<file path="src/rtl/forwarding_control_pkg.sv">
// Shared forwarding constants for the operand-forwarding control block.
package cpu_fwd_pkg;

  typedef logic [1:0] fwd_sel_t;

  localparam fwd_sel_t FWD_SEL_RF  = 2'b00;
  localparam fwd_sel_t FWD_SEL_WB  = 2'b01;
  localparam fwd_sel_t FWD_SEL_MEM = 2'b10;

  localparam int REG_ADDR_W_DFLT = 5;

endpackage

</file>
<file path="src/rtl/forwarding_control_if.sv">
// ID-side request fields and EX-side forwarding/stall response of the forwarding unit.
interface forwarding_control_if #(parameter int REG_ADDR_W = 5);
    logic [REG_ADDR_W-1:0] id_rs1;
    logic [REG_ADDR_W-1:0] id_rs2;
    logic [REG_ADDR_W-1:0] id_rd;
    logic                  id_valid;
    logic                  id_reg_write;
    logic                  id_mem_read;
    logic                  flush;
    logic [1:0]            select_a;
    logic [1:0]            select_b;
    logic                  stall;

    modport master (
        output id_rs1, id_rs2, id_rd, id_valid, id_reg_write, id_mem_read, flush,
        input  select_a, select_b, stall
    );

    modport slave (
        input  id_rs1, id_rs2, id_rd, id_valid, id_reg_write, id_mem_read, flush,
        output select_a, select_b, stall
    );
endinterface

</file>
<file path="src/rtl/fwd_select.sv">
// Per-operand forwarding select: picks the youngest in-flight writer of rs.
module fwd_select
    import cpu_fwd_pkg::*;
#(
    parameter int REG_ADDR_W = REG_ADDR_W_DFLT
) (
    input  logic [REG_ADDR_W-1:0] rs,
    input  logic                  ex_valid,
    input  logic                  ex_reg_write,
    input  logic [REG_ADDR_W-1:0] ex_rd,
    input  logic                  mem_valid,
    input  logic                  mem_reg_write,
    input  logic [REG_ADDR_W-1:0] mem_rd,
    output fwd_sel_t              sel
);
    logic ex_hit, mem_hit;

    assign ex_hit  = ex_valid  && ex_reg_write  && (ex_rd  == rs) && (ex_rd  != '0);
    assign mem_hit = mem_valid && mem_reg_write && (mem_rd == rs) && (mem_rd != '0);

    // EX is younger than MEM, so its result must win
    always_comb begin
        sel = FWD_SEL_RF;
        if (mem_hit) sel = FWD_SEL_WB;
        if (ex_hit)  sel = FWD_SEL_MEM;
    end
endmodule

</file>
<file path="src/rtl/forwarding_control.sv">
// Forwarding/hazard control: shadow EX/MEM/WB tracking, registered operand selects,
// load-use stall. Optional stall counter port under `FWD_STALL_COUNT_EN.
module forwarding_control
    import cpu_fwd_pkg::*;
#(
    parameter int REG_ADDR_W = REG_ADDR_W_DFLT
) (
    input  logic                 clk,
    input  logic                 arst_n,
    forwarding_control_if.slave  bus
`ifdef FWD_STALL_COUNT_EN
    ,
    output logic [15:0]          stall_count
`endif
);
    typedef struct packed {
        logic                  valid;
        logic [REG_ADDR_W-1:0] rd;
        logic                  reg_write;
        logic                  mem_read;
    } stage_t;

    stage_t ex_q, mem_q, wb_q, id_stage;
    logic [1:0][REG_ADDR_W-1:0] rs;
    fwd_sel_t [1:0] sel_d, sel_q;
    logic stall, advance;

    assign id_stage = '{valid: 1'b1, rd: bus.id_rd,
                        reg_write: bus.id_reg_write, mem_read: bus.id_mem_read};
    assign rs[0] = bus.id_rs1;
    assign rs[1] = bus.id_rs2;

    // selects are computed against EX/MEM as they stand now, i.e. MEM/WB next cycle
    for (genvar g = 0; g < 2; g++) begin : g_op
        fwd_select #(.REG_ADDR_W(REG_ADDR_W)) u_sel (
            .rs            (rs[g]),
            .ex_valid      (ex_q.valid),
            .ex_reg_write  (ex_q.reg_write),
            .ex_rd         (ex_q.rd),
            .mem_valid     (mem_q.valid),
            .mem_reg_write (mem_q.reg_write),
            .mem_rd        (mem_q.rd),
            .sel           (sel_d[g])
        );
    end

    // load result is not ready until MEM; flush discards the consumer so no stall
    assign stall = bus.id_valid && !bus.flush && ex_q.valid && ex_q.mem_read &&
                   (ex_q.rd != '0) && ((ex_q.rd == bus.id_rs1) || (ex_q.rd == bus.id_rs2));

    assign advance = bus.id_valid && !bus.flush && !stall;

    always_ff @(posedge clk or negedge arst_n) begin
        if (!arst_n) begin
            ex_q  <= '0;
            mem_q <= '0;
            wb_q  <= '0;
            sel_q <= '0;
        end else begin
            wb_q  <= mem_q;
            mem_q <= ex_q;
            ex_q  <= advance ? id_stage : '0;
            sel_q <= advance ? sel_d : '0;
        end
    end

    assign bus.select_a = sel_q[0];
    assign bus.select_b = sel_q[1];
    assign bus.stall    = stall;

    // WB is tracked for completeness of the shadow pipe but feeds no select today
    logic unused_wb;
    assign unused_wb = ^wb_q;

`ifdef FWD_STALL_COUNT_EN
    always_ff @(posedge clk or negedge arst_n) begin
        if (!arst_n)
            stall_count <= '0;
        else if (stall && stall_count != 16'hFFFF)
            stall_count <= stall_count + 16'd1;
    end
`endif
endmodule

</file>
<file path="src/flat_wrapper.sv">
// flat-port wrapper written by rule: the top's interface ports become plain ports
module forwarding_control_flat import cpu_fwd_pkg::*;
#(
    parameter int REG_ADDR_W = REG_ADDR_W_DFLT
)
  (clk, arst_n, bus_id_rs1, bus_id_rs2, bus_id_rd, bus_id_valid, bus_id_reg_write, bus_id_mem_read, bus_flush, bus_select_a, bus_select_b, bus_stall);
  forwarding_control_if #(.REG_ADDR_W(REG_ADDR_W)) bus_i ();
  input  logic clk;
  input  logic arst_n;
  input wire logic [$bits(bus_i.id_rs1)-1:0] bus_id_rs1;
  input wire logic [$bits(bus_i.id_rs2)-1:0] bus_id_rs2;
  input wire logic [$bits(bus_i.id_rd)-1:0] bus_id_rd;
  input wire logic [$bits(bus_i.id_valid)-1:0] bus_id_valid;
  input wire logic [$bits(bus_i.id_reg_write)-1:0] bus_id_reg_write;
  input wire logic [$bits(bus_i.id_mem_read)-1:0] bus_id_mem_read;
  input wire logic [$bits(bus_i.flush)-1:0] bus_flush;
  output wire logic [$bits(bus_i.select_a)-1:0] bus_select_a;
  output wire logic [$bits(bus_i.select_b)-1:0] bus_select_b;
  output wire logic [$bits(bus_i.stall)-1:0] bus_stall;
  assign bus_i.id_rs1 = bus_id_rs1;
  assign bus_i.id_rs2 = bus_id_rs2;
  assign bus_i.id_rd = bus_id_rd;
  assign bus_i.id_valid = bus_id_valid;
  assign bus_i.id_reg_write = bus_id_reg_write;
  assign bus_i.id_mem_read = bus_id_mem_read;
  assign bus_i.flush = bus_flush;
  assign bus_select_a = bus_i.select_a;
  assign bus_select_b = bus_i.select_b;
  assign bus_stall = bus_i.stall;
  forwarding_control #(.REG_ADDR_W(REG_ADDR_W)) u_core (.clk(clk), .arst_n(arst_n), .bus(bus_i));
endmodule
</file>
<file path="config.mk">
export PLATFORM = sky130hd
export DESIGN_NAME = forwarding_control_flat
export DESIGN_NICKNAME = d
export VERILOG_FILES = /design/src/rtl/forwarding_control_pkg.sv /design/src/rtl/forwarding_control_if.sv /design/src/rtl/fwd_select.sv /design/src/rtl/forwarding_control.sv /design/src/flat_wrapper.sv
export SDC_FILE = /design/constraint.sdc
export NUM_CORES = 1
export LEC_CHECK = 0
export BUFFER_PORTS_ARGS = -buffer_cell sky130_fd_sc_hd__buf_2
export CAP_MARGIN = 20
export CORE_MARGIN = 2
export CORE_UTILIZATION = 35
export CTS_BUF_LIST = sky130_fd_sc_hd__clkbuf_8
export DETAILED_ROUTE_END_ITERATION = 8
export PLACE_DENSITY = 0.64
export SYNTH_ARGS = -nofsm -noshare
export SYNTH_HDL_FRONTEND = slang
export SYNTH_HIERARCHICAL = 1
export SYNTH_SLANG_ARGS = --single-unit
</file>
<file path="constraint.sdc">
create_clock -name clk -period 2.45 [get_ports clk]
set_input_delay 0.49 -clock clk [delete_from_list [all_inputs] [get_ports clk]]
set_output_delay 0.49 -clock clk [all_outputs]
set_load 0.01 [all_outputs]
</file>
### After elaboration in Yosys (flattened, before gate mapping)

Index checks and enable logic that the tools add are counted.

* logic and storage cells: 40
* register bits after elaboration: 19
* output and inout port bits: 5
* bits of input ports: 21

* multiplexer cells: 6
* reduce and logical (&&, ||, !) cells: 21
* equality and inequality tests: 4

Operators with widths (count)
* 5-bit == test: 4
* 1-bit logical AND: 16
* 5-bit nonzero test: 2
* 8-bit two-way mux: 1
* 2-bit two-way mux: 2
* 4-bit two-way mux: 1
* 1-bit logical NOT: 2
* 1-bit two-way mux: 2
* 1-bit logical OR: 1

### Longest topological paths before layout

Gate-level depths: netlist (run 1).

* depth in word-level cells: 9
* mapped depth: 6
* gate-level depth less buffers: 6

### Modules after synthesis

Netlist (run 1), hierarchy kept.

By module, submodules not included
* forwarding_control: sequential area each 475.5 sq um, area each 755.7 sq um, cells each 66, instances 1
* fwd_select: sequential area each 0.0 sq um, area each 158.9 sq um, cells each 21, instances 2

### Worst setup path after synthesis (run 1)

No wires, ideal clock.

* path kind: flip-flop to output port
* start point: register u_core/ex_q[2] (netlist bit)
* end point: output bus_stall
* setup slack: 0.827 ns
* arrival time: 1.133 ns
* buffers on the path: 0
* stages on the path, launching flop included: 5
* data required time: 1.960 ns
* cell sequence: dfrtp_1 xnor2_1 nand3_1 o22ai_2 and2_2

* longest elaborated chain between the ends: 3
* elaborated cells on any way between the ends: 6
* classes of those cells: 2 x eq/ne; 4 x reduce/logical

Ends and longest elaborated chain
* start: declaration: line forwarding_control.sv:23 `stage_t ex_q, mem_q, wb_q, id_stage;`
* start signal: assignment: line forwarding_control.sv:62 `ex_q <= advance ? id_stage : '0;`
* 5-bit == test or 5-bit nonzero test (tied branches): line forwarding_control.sv:49 `(ex_q.rd != '0) && ((ex_q.rd == bus.id_rs1) || (ex_q.rd == bus.id_rs2));`
* 1-bit logical OR or 1-bit logical AND (tied branches): line forwarding_control.sv:49, forwarding_control.sv:48
* 1-bit logical AND (*): line forwarding_control.sv:49
* end: declaration: line flat_wrapper.sv:19 `output wire logic [$bits(bus_i.stall)-1:0] bus_stall;`

Every way passes the cells marked *; elsewhere a longest branch is shown, timed or not.

### Worst setup path after layout (run 1)

Ends and elaborated chain as after synthesis.

==> impl_table.tex, run 1 <==
\begin{tabular}{lr}
\hline
Metric & Value \\
\hline
\multicolumn{2}{l}{\textbf{Power}} \\
\quad Clock network fraction of design power & 0.334 \\
\quad Internal power contribution & 0.488 mW \\
\quad P\_leak & 0.526 nW \\
\quad Switching fraction of total power & 0.256 \\
\quad Max rail drop VDD & 0.262 mV \\
\quad P per Cell Area & 515 mW/mm2 \\
\quad Total power & 0.657 mW \\
\quad Share of power burned in combinational logic & 0.149 \\
\quad Flop pwr share & 0.518 \\
\quad Switching power total & 0.168 mW \\
\multicolumn{2}{l}{\textbf{Worst setup path}} \\
\quad Library cell contributing the largest single delay on the critical path & dfrtp\_1 \\
\quad R2r setup slk & 870 ps \\
\quad R2r startpoint & u\_core/ex\_q[3] \\
\quad Required time of the critical path & 1960 ps \\
\quad FF-to-FF path depth & 6 \\
\quad CP Max Fanout & 8 \\
\quad Kind of critical path & reg2out \\
\quad Terminus of the critical flop-to-flop path & u\_core/bus.select\_b[0] \\
\quad Startpoint types & flip-flop \\
\quad Worst Path Arrival & 1610 ps \\
\quad Crit-path max cell delay & 580 ps \\
\quad Crit end category & output port \\
\quad Cells along the critical path & xnor2\_1 > nand3\_1 > o22ai\_2 > and2\_2 > buf\_2 \\
\multicolumn{2}{l}{\textbf{Detailed routing}} \\
\quad Starting DRT DRC Count & 20 \\
\quad Vias post-DR & 856 \\
\quad Remaining DRCs & 0 \\
\quad Post-detailed-route via-to-cell ratio & 5.10 \\
\quad Average routed wire per standard cell & 13.4 um \\
\quad Initial DRT Pass Iterations & 4 \\
\quad Post-route ant nets & 0 \\
\quad Wire length after detailed routing & 2250 um \\
\multicolumn{2}{l}{\textbf{CTS}} \\
\quad Num Clock Sinks & 19 \\
\quad Number of resized instances in the post-cts repair step & 0 \\
\quad Max clock buf depth & 2 \\
\quad Clock Root Buffer & clkbuf\_8 \\
\quad Register clock-pin slew on the reported worst setup and hold paths & 70 ps \\
\quad TritonCTS Buffers & 3 \\
\quad Insertion delay of the later-clocked pin in the worst-skew pair & 260 ps \\
\quad Setup bufs post-CTS & 0 \\
\quad Depth of the CTS H-tree & 1 \\
\quad TritonCTS clock tree & built \\
\quad Post-CTS Hold Buffers & 0 \\
\multicolumn{2}{l}{\textbf{Placement}} \\
\quad Number of buffers added on ports & 25 \\
\quad Placed Area & 0.00123 mm2 \\
\quad Number of cells after detailed placement & 164 \\
\quad Pre-CTS setup slack & 569 ps \\
\quad RePlAce Congestion & 0.817 \\
\quad HPWL after DPL & 1750 um \\
\multicolumn{2}{l}{\textbf{Global route}} \\
\quad Antenna violations before repair & 0 \\
\quad Overall overflow remaining after global route & 0 \\
\quad Largest net degree at the start of global routing & 20 \\
\quad Via count of the first global-routing pass & 851 \\
\quad Global-route wire length before repair & 3720 um \\
\quad All-Layer GR Usage & 0.145 \\
\multicolumn{2}{l}{\textbf{Synth}} \\
\quad Mean area per synthesized cell & 9.94 um2 \\
\quad Register bit count reported by yosys & 19 \\
\quad Synth Net Count & 129 \\
\quad Warnings from Yosys & 6 \\
\quad Cell area after technology mapping & 0.00107 mm2 \\
\quad Netlist cell types & 23 \\
\quad Part of the Yosys area used for sequential elements & 0.443 \\
\quad Post-Syn Instances & 108 \\
\multicolumn{2}{l}{\textbf{Die}} \\
\quad Overall die height & 59.4 um \\
\quad Total number of placement rows & 20 \\
\quad Core area & 0.00298 mm2 \\
\quad Top-Level Pins & 26 \\
\quad Full die area & 0.00353 mm2 \\
\quad Initial core utilization & 0.361 \\
\quad Chip width & 59.4 um \\
\multicolumn{2}{l}{\textbf{STA}} \\
\quad Period minus WS final & 2100 ps \\
\quad Top achievable clock speed & 0.476 GHz \\
\quad Number of hold-slack violations in the final timing report & 0 \\
\quad Fin. max-slew vios & 0 \\
\quad Final setup fails & 0 \\
\quad Clock skew after layout & 4.11 ps \\
\quad Setup WS post-layout & 347 ps \\
\quad Final sum of negative setup slack & 0 ps \\
\quad Tightest slew margin relative to the limit & 0.737 \\
\quad Final critical-path share of the clock period & 0.858 \\
\quad Unrepaired setup endpoints after global routing & false \\
\quad Worst slew pin tran & 394 ps \\
\multicolumn{2}{l}{\textbf{Cells and area}} \\
\quad Count of nets after finishing & 157 \\
\quad Layout overhead on the synthesized area & 18.9\% \\
\quad Sequential cell area & 475 um2 \\
\quad Share of final-layout standard cells stronger than drive strength 1 & 0.296 \\
\quad N\_diodes & 0 \\
\quad Number of standard cells in the final layout excluding fillers & 168 \\
\quad Fill count & 310 \\
\quad Leading cell types in the layout, fill and taps excluded & xnor2\_1 (26), buf\_2 (25), dfrtp\_1 (19) \\
\quad Post-route cell area & 0.00128 mm2 \\
\quad Most common cell after layout, fill and taps aside & xnor2\_1 \\
\quad Area taken by multi-input logic gates & 548 um2 \\
\multicolumn{2}{l}{\textbf{Job}} \\
\quad Total of max-cap violations & 0 \\
\multicolumn{2}{l}{\textbf{Run status}} \\
\quad Status & complete, no violations \\
\multicolumn{2}{l}{\textbf{Worst hold path}} \\
\quad HP Class & in2async \\
\hline
\end{tabular}
[kinds of logic (layout without fill, tap and decap cells)]
logic type	count (synthesis)	in the layout	synth area share
buffers and inverters	9	36	0.0466
flip-flops	19	19	0.443
AO/OA/AOI/OAI	22	22	0.129
AND/OR/NAND/NOR	32	32	0.169
XOR/XNOR	26	26	0.212
[routing by layer]
metal,GRT usage,routed length [um],share of wire,vias up
met1,0.196,1040,0.46,401
met4,0.0682,34,0.015,0
met3,0.0328,129,0.057,5
met2,0.220,1040,0.46,27
met5,0,0,0,-
li1,-,-,-,423
[registers in the layout, indices dropped and copies added, names as in the netlist]
signal and count:
u_core/bus.select_a 2, u_core/bus.select_b 2, u_core/ex_q 8, u_core/mem_q 7
[power groups by stage]
stage	clock (mW)	combinational [mW]	sequential (mW)
after global routing	0.234	0.110	0.342
final	0.219	0.0977	0.340
after floorplan	0	0.0607	0.341
after global placement	0	0.0958	0.346
after CTS	0.226	0.0989	0.340
after detailed placement	0	0.0982	0.346
[how the worst max path moves through the flow]
| stage | startpoint | end | slack, ps |
|---|---|---|---|
| floorplan | u_core/ex_q[2] | bus_stall | 830 |
| global placement | bus_id_rs1[0] | bus_stall | 600 |
| detailed placement | bus_id_rs1[2] | bus_stall | 570 |
| CTS | u_core/ex_q[4] | bus_stall | 330 |
| global route | u_core/ex_q[4] | bus_stall | 230 |
| finish | u_core/ex_q[2] | bus_stall | 350 |
[per-stage QoR]
step,util,hold slack (ps)
CTS,0.429,159
finish,0.429,149
floorplan,-,194
global placement,0.412,424
global route,0.429,190
detailed placement,0.412,410
[synth_stat cells]
master     instances  area [um2]
a21boi_0           1        7.51
a21oi_1           11        55.1
a21oi_2            1        8.76
and2_2             1        7.51
buf_2              1        5.00
buf_4              2        15.0
buf_6              1        11.3
clkbuf_1           1        3.75
dfrtp_1           19         475
inv_1              4        15.0
nand2_1           13        48.8
nand3_1            5        25.0
nand4_1            2        12.5
nor2_1             1        3.75
nor2b_2            1        8.76
nor3_1             1        5.00
nor3_2             2        20.0
nor3b_2            2        25.0
nor4_1             4        25.0
o2111ai_1          4        35.0
o21ai_0            4        20.0
o22ai_2            1        12.5
xnor2_1           26         228
[area by class of cell]
type                    instances  area share
clock inverters                 1     0.00588
inverters                       4      0.0118
multi-input cells              80       0.429
clock buffers                   3      0.0324
well taps                      33      0.0324
flip-flops and latches         19       0.373
repair buffers                 28       0.116
[worst max-delay path: cells and delay by family, from the launching register on]
family	cells	cell delay [ps]
buffers and inverters	1	120
flip-flops	1	580
XOR/XNOR	1	160
AND/OR/NAND/NOR	2	270
AO/OA/AOI/OAI	1	220
(Power assumes the default switching activity.)
==> run 2: changes to the inputs <==
--- a/config.mk
+++ b/config.mk
@@ -8,10 +8,10 @@
 export BUFFER_PORTS_ARGS = -buffer_cell sky130_fd_sc_hd__buf_2
 export CAP_MARGIN = 20
 export CORE_MARGIN = 2
-export CORE_UTILIZATION = 35
+export CORE_UTILIZATION = 52
 export CTS_BUF_LIST = sky130_fd_sc_hd__clkbuf_8
 export DETAILED_ROUTE_END_ITERATION = 8
-export PLACE_DENSITY = 0.64
+export PLACE_DENSITY = 0.86
 export SYNTH_ARGS = -nofsm -noshare
 export SYNTH_HDL_FRONTEND = slang
 export SYNTH_HIERARCHICAL = 1
==> run 2 against run 1 <==
Total power down 0.99%. Sequential cell count unchanged. First-iteration DRC count shrank 10%. Die area down 31%. Fmax fell by 0.31%. Critical path depth unchanged. Count of clock-buffer cells in the layout unchanged. Sequential share of layout area increased by 0.22 points. Register-to-register slack gained 30 ps. Sequential power hardly changed. Core utilization rose by 22 points. Largest power group unchanged.
==> impl_table.tex, run 2 (synthesis gave the netlist of run 1 again) <==
\begin{tabular}{lr}
\hline
Metric & Value \\
\hline
\multicolumn{2}{l}{\textbf{Run status}} \\
\quad Status & complete, no violations \\
\multicolumn{2}{l}{\textbf{Power}} \\
\quad Max rail drop VDD & 0.417 mV (+59\%) \\
\quad P per Cell Area & 513 mW/mm2 (-0.40\%) \\
\quad P\_leak & 0.526 nW (unchanged) \\
\quad Total power & 0.650 mW (-0.99\%) \\
\multicolumn{2}{l}{\textbf{STA}} \\
\quad Tightest slew margin relative to the limit & 0.744 (+0.00658) \\
\quad Unrepaired setup endpoints after global routing & false \\
\quad Final critical-path share of the clock period & 0.861 (+0.00268) \\
\quad Final sum of negative setup slack & 0 ps (unchanged) \\
\quad Period minus WS final & 2110 ps (+6.58 ps) \\
\quad Top achievable clock speed & 0.474 GHz (-0.31\%) \\
\quad Final setup fails & 0 (unchanged) \\
\quad Final Hold Slack & 151 ps (+2.33 ps) \\
\quad Clock skew after layout & 2.80 ps (-1.31 ps) \\
\quad Number of hold-slack violations in the final timing report & 0 (unchanged) \\
\quad Worst slew pin tran & 384 ps (-9.87 ps) \\
\quad Fin. max-slew vios & 0 (unchanged) \\
\multicolumn{2}{l}{\textbf{Cells and area}} \\
\quad Number of standard cells in the final layout excluding fillers & 162 (-3.6\%) \\
\quad Biggest register & u\_core/ex\_q \\
\quad Count of nets after finishing & 157 (unchanged) \\
\quad Layout overhead on the synthesized area & 18.2\% \\
\quad Most common cell after layout, fill and taps aside & xnor2\_1 \\
\quad Share of final-layout standard cells stronger than drive strength 1 & 0.296 (unchanged) \\
\quad Leading cell types in the layout, fill and taps excluded & xnor2\_1 (26), buf\_2 (25), dfrtp\_1 (19) \\
\quad Largest registers in the final layout & u\_core/ex\_q: 8 flops, u\_core/mem\_q: 7 flops \\
\quad Max reg flops & 8 (unchanged) \\
\quad N\_diodes & 0 (unchanged) \\
\multicolumn{2}{l}{\textbf{CTS}} \\
\quad TritonCTS clock tree & built \\
\quad Post-CTS Hold Buffers & 0 (unchanged) \\
\quad Num Clock Sinks & 19 (unchanged) \\
\quad TritonCTS Buffers & 3 (unchanged) \\
\quad Depth of the CTS H-tree & 1 (unchanged) \\
\quad Setup bufs post-CTS & 0 (unchanged) \\
\quad Max clock buf depth & 2 (unchanged) \\
\quad Insertion delay of the later-clocked pin in the worst-skew pair & 250 ps (about the same) \\
\quad Register clock-pin slew on the reported worst setup and hold paths & 70 ps (about the same) \\
\quad Clock Root Buffer & clkbuf\_8 \\
\quad Number of resized instances in the post-cts repair step & 0 (unchanged) \\
\multicolumn{2}{l}{\textbf{Worst setup path}} \\
\quad Kind of critical path & reg2out \\
\quad Kind of cell with the highest combined delay on the critical path & flip-flops \\
\quad Crit-path max cell delay & 520 ps (-60 ps) \\
\quad CP Max Fanout & 8 (unchanged) \\
\quad Startpoint types & flip-flop \\
\quad WP buf/inv & 1 (unchanged) \\
\quad Worst Path Arrival & 1620 ps (about the same) \\
\quad Cells along the critical path & xnor2\_1 > nand3\_1 > o22ai\_2 > and2\_2 > buf\_2 \\
\quad Required time of the critical path & 1960 ps (about the same) \\
\quad Library cell contributing the largest single delay on the critical path & dfrtp\_1 \\
\quad Crit end category & output port \\
\multicolumn{2}{l}{\textbf{Job}} \\
\quad Total of max-cap violations & 0 (unchanged) \\
\multicolumn{2}{l}{\textbf{Global route}} \\
\quad Global-route wire length before repair & 4020 um (+8.0\%) \\
\quad Antenna violations before repair & 0 (unchanged) \\
\quad Via count of the first global-routing pass & 932 (+9.5\%) \\
\quad Overall overflow remaining after global route & 0 (unchanged) \\
\quad Largest net degree at the start of global routing & 20 (unchanged) \\
\quad All-Layer GR Usage & 0.216 (+0.0711) \\
\multicolumn{2}{l}{\textbf{Detailed routing}} \\
\quad Initial DRT Pass Iterations & 6 (+2) \\
\quad Post-detailed-route via-to-cell ratio & 5.36 (+5.3\%) \\
\quad Vias post-DR & 869 (+1.5\%) \\
\quad Average routed wire per standard cell & 14.0 um (+4.5\%) \\
\quad Starting DRT DRC Count & 18 (-10\%) \\
\quad Remaining DRCs & 0 (unchanged) \\
\quad Post-route ant nets & 0 (unchanged) \\
\quad Wire length after detailed routing & 2260 um (+0.80\%) \\
\multicolumn{2}{l}{\textbf{Die}} \\
\quad Full die area & 0.00244 mm2 (-31\%) \\
\quad Top-Level Pins & 26 (unchanged) \\
\quad Overall die height & 49.4 um (-17\%) \\
\quad Chip width & 49.4 um (-17\%) \\
\quad Total number of placement rows & 16 (-20\%) \\
\quad Initial core utilization & 0.547 (+0.187) \\
\quad Core area & 0.00196 mm2 (-34\%) \\
\multicolumn{2}{l}{\textbf{Placement}} \\
\quad RePlAce Congestion & 0.919 (+12\%) \\
\quad Number of cells after detailed placement & 158 (-3.7\%) \\
\quad Number of buffers added on ports & 25 (unchanged) \\
\quad HPWL after DPL & 1680 um (-3.9\%) \\
\multicolumn{2}{l}{\textbf{Worst hold path}} \\
\quad HP Class & in2async \\
\hline
\end{tabular}
run 2: cell counts in the layout (fill, tap and decap cells not counted):
Identical to the previous run, type by type.
run 2: worst paths after layout:
path                                startpoint                     end  slack, ps  cells past startpoint
worst max-delay path            u_core/ex_q[2]               bus_stall        340                      5
worst min-delay path                    arst_n          u_core/ex_q[1]        150                      1
worst max register to register  u_core/ex_q[4]  u_core/bus.select_b[0]        900                      6
worst min register to register  u_core/ex_q[1]         u_core/mem_q[1]        430                      0
max in group asynchronous               arst_n  u_core/bus.select_b[1]       2020                      1
min in group clk                u_core/ex_q[1]         u_core/mem_q[1]        430                      0
run 2: worst register-to-register path: cells and delay by family (launching register included):
family | cells | cell delay (ps)
AO/OA/AOI/OAI | 2 | 210
flip-flops | 1 | 520
AND/OR/NAND/NOR | 4 | 760
run 2: cell type report:
type                       instances  area, um2
timing repair buffer              28        148
multi-input combinational         80        548
sequential                        19        475
clock buffer                       3       41.3
fill                             169        693
inverter                           4       15.0
tap                               27       33.8
clock inverter                     1       7.51
run 2: metrics by stage:
stage	worst slack, ps	cell area, um2	util
global route	213	1270	0.647
floorplan	827	1070	-
detailed placement	574	1220	0.622
finish	341	1270	0.647
CTS	327	1270	0.647
global placement	614	1220	0.622
run 2: routing by layer:
metal  up-vias  wire, um  global-route usage
met5         -         0                   0
met4         0        17               0.111
met3         2        94              0.0307
met2        28      1110               0.369
met1       413      1040               0.265
li1        426         -                   -
run 2: power breakdown:
group / internal [mW] / switching (mW) / leakage [nW]
clock: 0.114 / 0.0964 / 0.0217
sequential: 0.323 / 0.0167 / 0.257
combinational: 0.0504 / 0.0490 / 0.248
total: 0.488 / 0.162 / 0.526
==> run 3: changes to the inputs <==
--- a/config.mk
+++ b/config.mk
@@ -12,6 +12,7 @@
 export CTS_BUF_LIST = sky130_fd_sc_hd__clkbuf_8
 export DETAILED_ROUTE_END_ITERATION = 8
 export PLACE_DENSITY = 0.86
+export RECOVER_POWER = 25
 export SYNTH_ARGS = -nofsm -noshare
 export SYNTH_HDL_FRONTEND = slang
 export SYNTH_HIERARCHICAL = 1
==> constraint.sdc (replaced) <==
create_clock -name clk -period 2.6 [get_ports clk]
set_input_delay 0.52 -clock clk [delete_from_list [all_inputs] [get_ports clk]]
set_output_delay 0.52 -clock clk [all_outputs]
set_load 0.01 [all_outputs]
==> run 3 against run 2 <==
Total power shrank 5.5%. Critical path type unchanged. Sequential power shrank 6%. Largest power group unchanged. Count of clock-buffer cells in the layout is the same. Routed wire length grew 8.1%.
==> impl_table.tex, run 3 (synthesis gave the netlist of run 1 again) <==
\begin{tabular}{lr}
\hline
Metric & Value \\
\hline
\multicolumn{2}{l}{\textbf{Run status}} \\
\quad Status & complete, no violations \\
\multicolumn{2}{l}{\textbf{CTS}} \\
\quad TritonCTS clock tree & built \\
\quad Register clock-pin slew on the reported worst setup and hold paths & 70 ps (about the same) \\
\quad Clock Root Buffer & clkbuf\_8 \\
\quad Setup bufs post-CTS & 0 (unchanged) \\
\quad Number of resized instances in the post-cts repair step & 0 (unchanged) \\
\quad Post-CTS Hold Buffers & 0 (unchanged) \\
\quad Num Clock Sinks & 19 (unchanged) \\
\quad Insertion delay of the later-clocked pin in the worst-skew pair & 250 ps (about the same) \\
\quad Max clock buf depth & 2 (unchanged) \\
\quad TritonCTS Buffers & 3 (unchanged) \\
\quad Depth of the CTS H-tree & 1 (unchanged) \\
\multicolumn{2}{l}{\textbf{Worst setup path}} \\
\quad Startpoint types & flip-flop \\
\quad Required time of the critical path & 2080 ps (+120 ps) \\
\quad Cells along the critical path & xnor2\_1 > nand3\_1 > o22ai\_2 > and2\_2 > buf\_2 \\
\quad Worst Path Arrival & 1590 ps (-30 ps) \\
\quad Crit end category & output port \\
\quad Kind of critical path & reg2out \\
\quad Library cell contributing the largest single delay on the critical path & dfrtp\_1 \\
\quad Crit-path max cell delay & 560 ps (+40 ps) \\
\quad CP Max Fanout & 8 (unchanged) \\
\multicolumn{2}{l}{\textbf{Detailed routing}} \\
\quad Starting DRT DRC Count & 27 (+9) \\
\quad Average routed wire per standard cell & 15.1 um (+8.1\%) \\
\quad Wire length after detailed routing & 2450 um (+8.1\%) \\
\quad Remaining DRCs & 0 (unchanged) \\
\quad Initial DRT Pass Iterations & 4 (-2) \\
\quad Post-detailed-route via-to-cell ratio & 5.36 (unchanged) \\
\quad Vias post-DR & 869 (unchanged) \\
\quad Post-route ant nets & 0 (unchanged) \\
\multicolumn{2}{l}{\textbf{Die}} \\
\quad Top-Level Pins & 26 (unchanged) \\
\quad Core area & 0.00196 mm2 (unchanged) \\
\quad Chip width & 49.4 um (unchanged) \\
\quad Initial core utilization & 0.547 (unchanged) \\
\quad Full die area & 0.00244 mm2 (unchanged) \\
\quad Total number of placement rows & 16 (unchanged) \\
\quad Overall die height & 49.4 um (unchanged) \\
\multicolumn{2}{l}{\textbf{Cells and area}} \\
\quad Largest registers in the final layout & u\_core/ex\_q: 8 flops, u\_core/mem\_q: 7 flops \\
\quad Fill count & 182 (+7.7\%) \\
\quad Final standard cell utilization of the core & 0.646 (about the same) \\
\quad Most common cell after layout, fill and taps aside & xnor2\_1 \\
\quad Max reg flops & 8 (unchanged) \\
\quad Count of nets after finishing & 157 (unchanged) \\
\quad Leading cell types in the layout, fill and taps excluded & xnor2\_1 (26), buf\_2 (24), dfrtp\_1 (19) \\
\quad N\_diodes & 0 (unchanged) \\
\quad Share of final-layout standard cells stronger than drive strength 1 & 0.289 (-0.00741) \\
\quad Biggest register & u\_core/ex\_q \\
\quad Post-route cell area & 0.00127 mm2 (about the same) \\
\quad Layout overhead on the synthesized area & 18.1\% (about the same) \\
\multicolumn{2}{l}{\textbf{Placement}} \\
\quad Number of buffers added on ports & 25 (unchanged) \\
\quad Placed Area & 0.00122 mm2 (unchanged) \\
\quad HPWL after DPL & 1820 um (+8.2\%) \\
\quad RePlAce Congestion & 0.936 (+1.9\%) \\
\multicolumn{2}{l}{\textbf{Power}} \\
\quad Max rail drop VDD & 0.427 mV (+2.4\%) \\
\quad Share of power burned in combinational logic & 0.154 (about the same) \\
\quad Switching power total & 0.155 mW (-4.5\%) \\
\quad Flop pwr share & 0.523 (about the same) \\
\quad Switching fraction of total power & 0.252 (+0.00270) \\
\quad P per Cell Area & 485 mW/mm2 (-5.4\%) \\
\quad Internal power contribution & 0.460 mW (-5.8\%) \\
\quad Clock network fraction of design power & 0.323 (about the same) \\
\quad P\_leak & 0.523 nW (-0.52\%) \\
\multicolumn{2}{l}{\textbf{Global route}} \\
\quad All-Layer GR Usage & 0.220 (+0.00336) \\
\quad Antenna violations before repair & 0 (unchanged) \\
\quad Via count of the first global-routing pass & 883 (-5.3\%) \\
\quad Met3 Resource Use GR & 0.0215 (-0.00920) \\
\quad Global-route met1 utilization & 0.287 (+0.0218) \\
\quad Overall overflow remaining after global route & 0 (unchanged) \\
\quad Largest net degree at the start of global routing & 20 (unchanged) \\
\quad Global-route wire length before repair & 4120 um (+2.6\%) \\
\quad Busiest grt layer & met2 \\
\quad Global-route track usage on met2 & 0.372 (+0.00225) \\
\multicolumn{2}{l}{\textbf{Job}} \\
\quad Total of max-cap violations & 0 (unchanged) \\
\multicolumn{2}{l}{\textbf{STA}} \\
\quad Period minus WS final & 2110 ps \\
\quad Final setup fails & 0 (unchanged) \\
\quad Top achievable clock speed & 0.475 GHz \\
\quad Clock skew after layout & 1.93 ps (-0.864 ps) \\
\quad Final sum of negative setup slack & 0 ps (unchanged) \\
\quad Final Hold Slack & 391 ps (+240 ps) \\
\quad Tightest slew margin relative to the limit & 0.366 (-0.378) \\
\quad Unrepaired setup endpoints after global routing & false \\
\quad Number of hold-slack violations in the final timing report & 0 (unchanged) \\
\quad Fin. max-slew vios & 0 (unchanged) \\
\quad Worst slew pin tran & 951 ps (+567 ps) \\
\quad Final critical-path share of the clock period & 0.810 \\
\multicolumn{2}{l}{\textbf{Worst hold path}} \\
\quad HP Class & in2async \\
\hline
\end{tabular}
[run 3: layout make-up]
| class | instances | area [um2] | share of cell area |
|---|---|---|---|
| Clock inverter | 1 | 7.51 | 0.00592 |
| Sequential cell | 19 | 475 | 0.375 |
| Timing Repair Buffer | 28 | 146 | 0.115 |
| Multi-Input combinational cell | 80 | 548 | 0.432 |
| Clock buffer | 3 | 41.3 | 0.0326 |
| Inverter | 4 | 15.0 | 0.0118 |
| Tap cell | 27 | 33.8 | 0.0267 |
[run 3: worst max-delay path, delay by kind of cell (launching register included)]
kind	cells	cell delay, ps
AO/OA/AOI/OAI	1	210
XOR/XNOR	1	170
buffers and inverters	1	120
flip-flops	1	560
AND/OR/NAND/NOR	2	270
[run 3: worst paths after layout]
path	startpoint	endpoint	slack, ps	cells after the start
worst max register to register	u_core/ex_q[4]	u_core/bus.select_a[0]	970	6
max in group asynchronous	arst_n	u_core/ex_q[2]	1630	1
worst min register to register	u_core/ex_q[1]	u_core/mem_q[1]	430	0
min in group clk	u_core/ex_q[1]	u_core/mem_q[1]	430	0
worst max-delay path	u_core/ex_q[2]	bus_stall	490	5
worst min-delay path	arst_n	u_core/ex_q[7]	390	1
[run 3: power by group through the flow]
stage	clock, mW	combinational [mW]	sequential [mW]
global route	0.221	0.105	0.322
floorplan	0	0.0572	0.321
global placement	0	0.0890	0.325
detailed placement	0	0.0939	0.326
CTS	0.206	0.0947	0.321
finish	0.199	0.0946	0.321
[run 3: stage by stage]
stage	worst slack (ps)	total power, mW	instances
6_report	493	0.615	162
5_1_grt	362	0.648	162
4_1_cts	493	0.621	162
3_5_place_dp	669	0.420	158
3_3_place_gp	703	0.414	158
2_1_floorplan	935	0.378	108
[run 3: layer usage]
layer  part of all wire  vias to the layer above  routed length [um]
met4             0.0037                        0                   9
met2               0.50                       37                1220
li1                   -                      423                   -
met5                  0                        -                   0
met3              0.060                        2                 148
met1               0.44                      407                1070
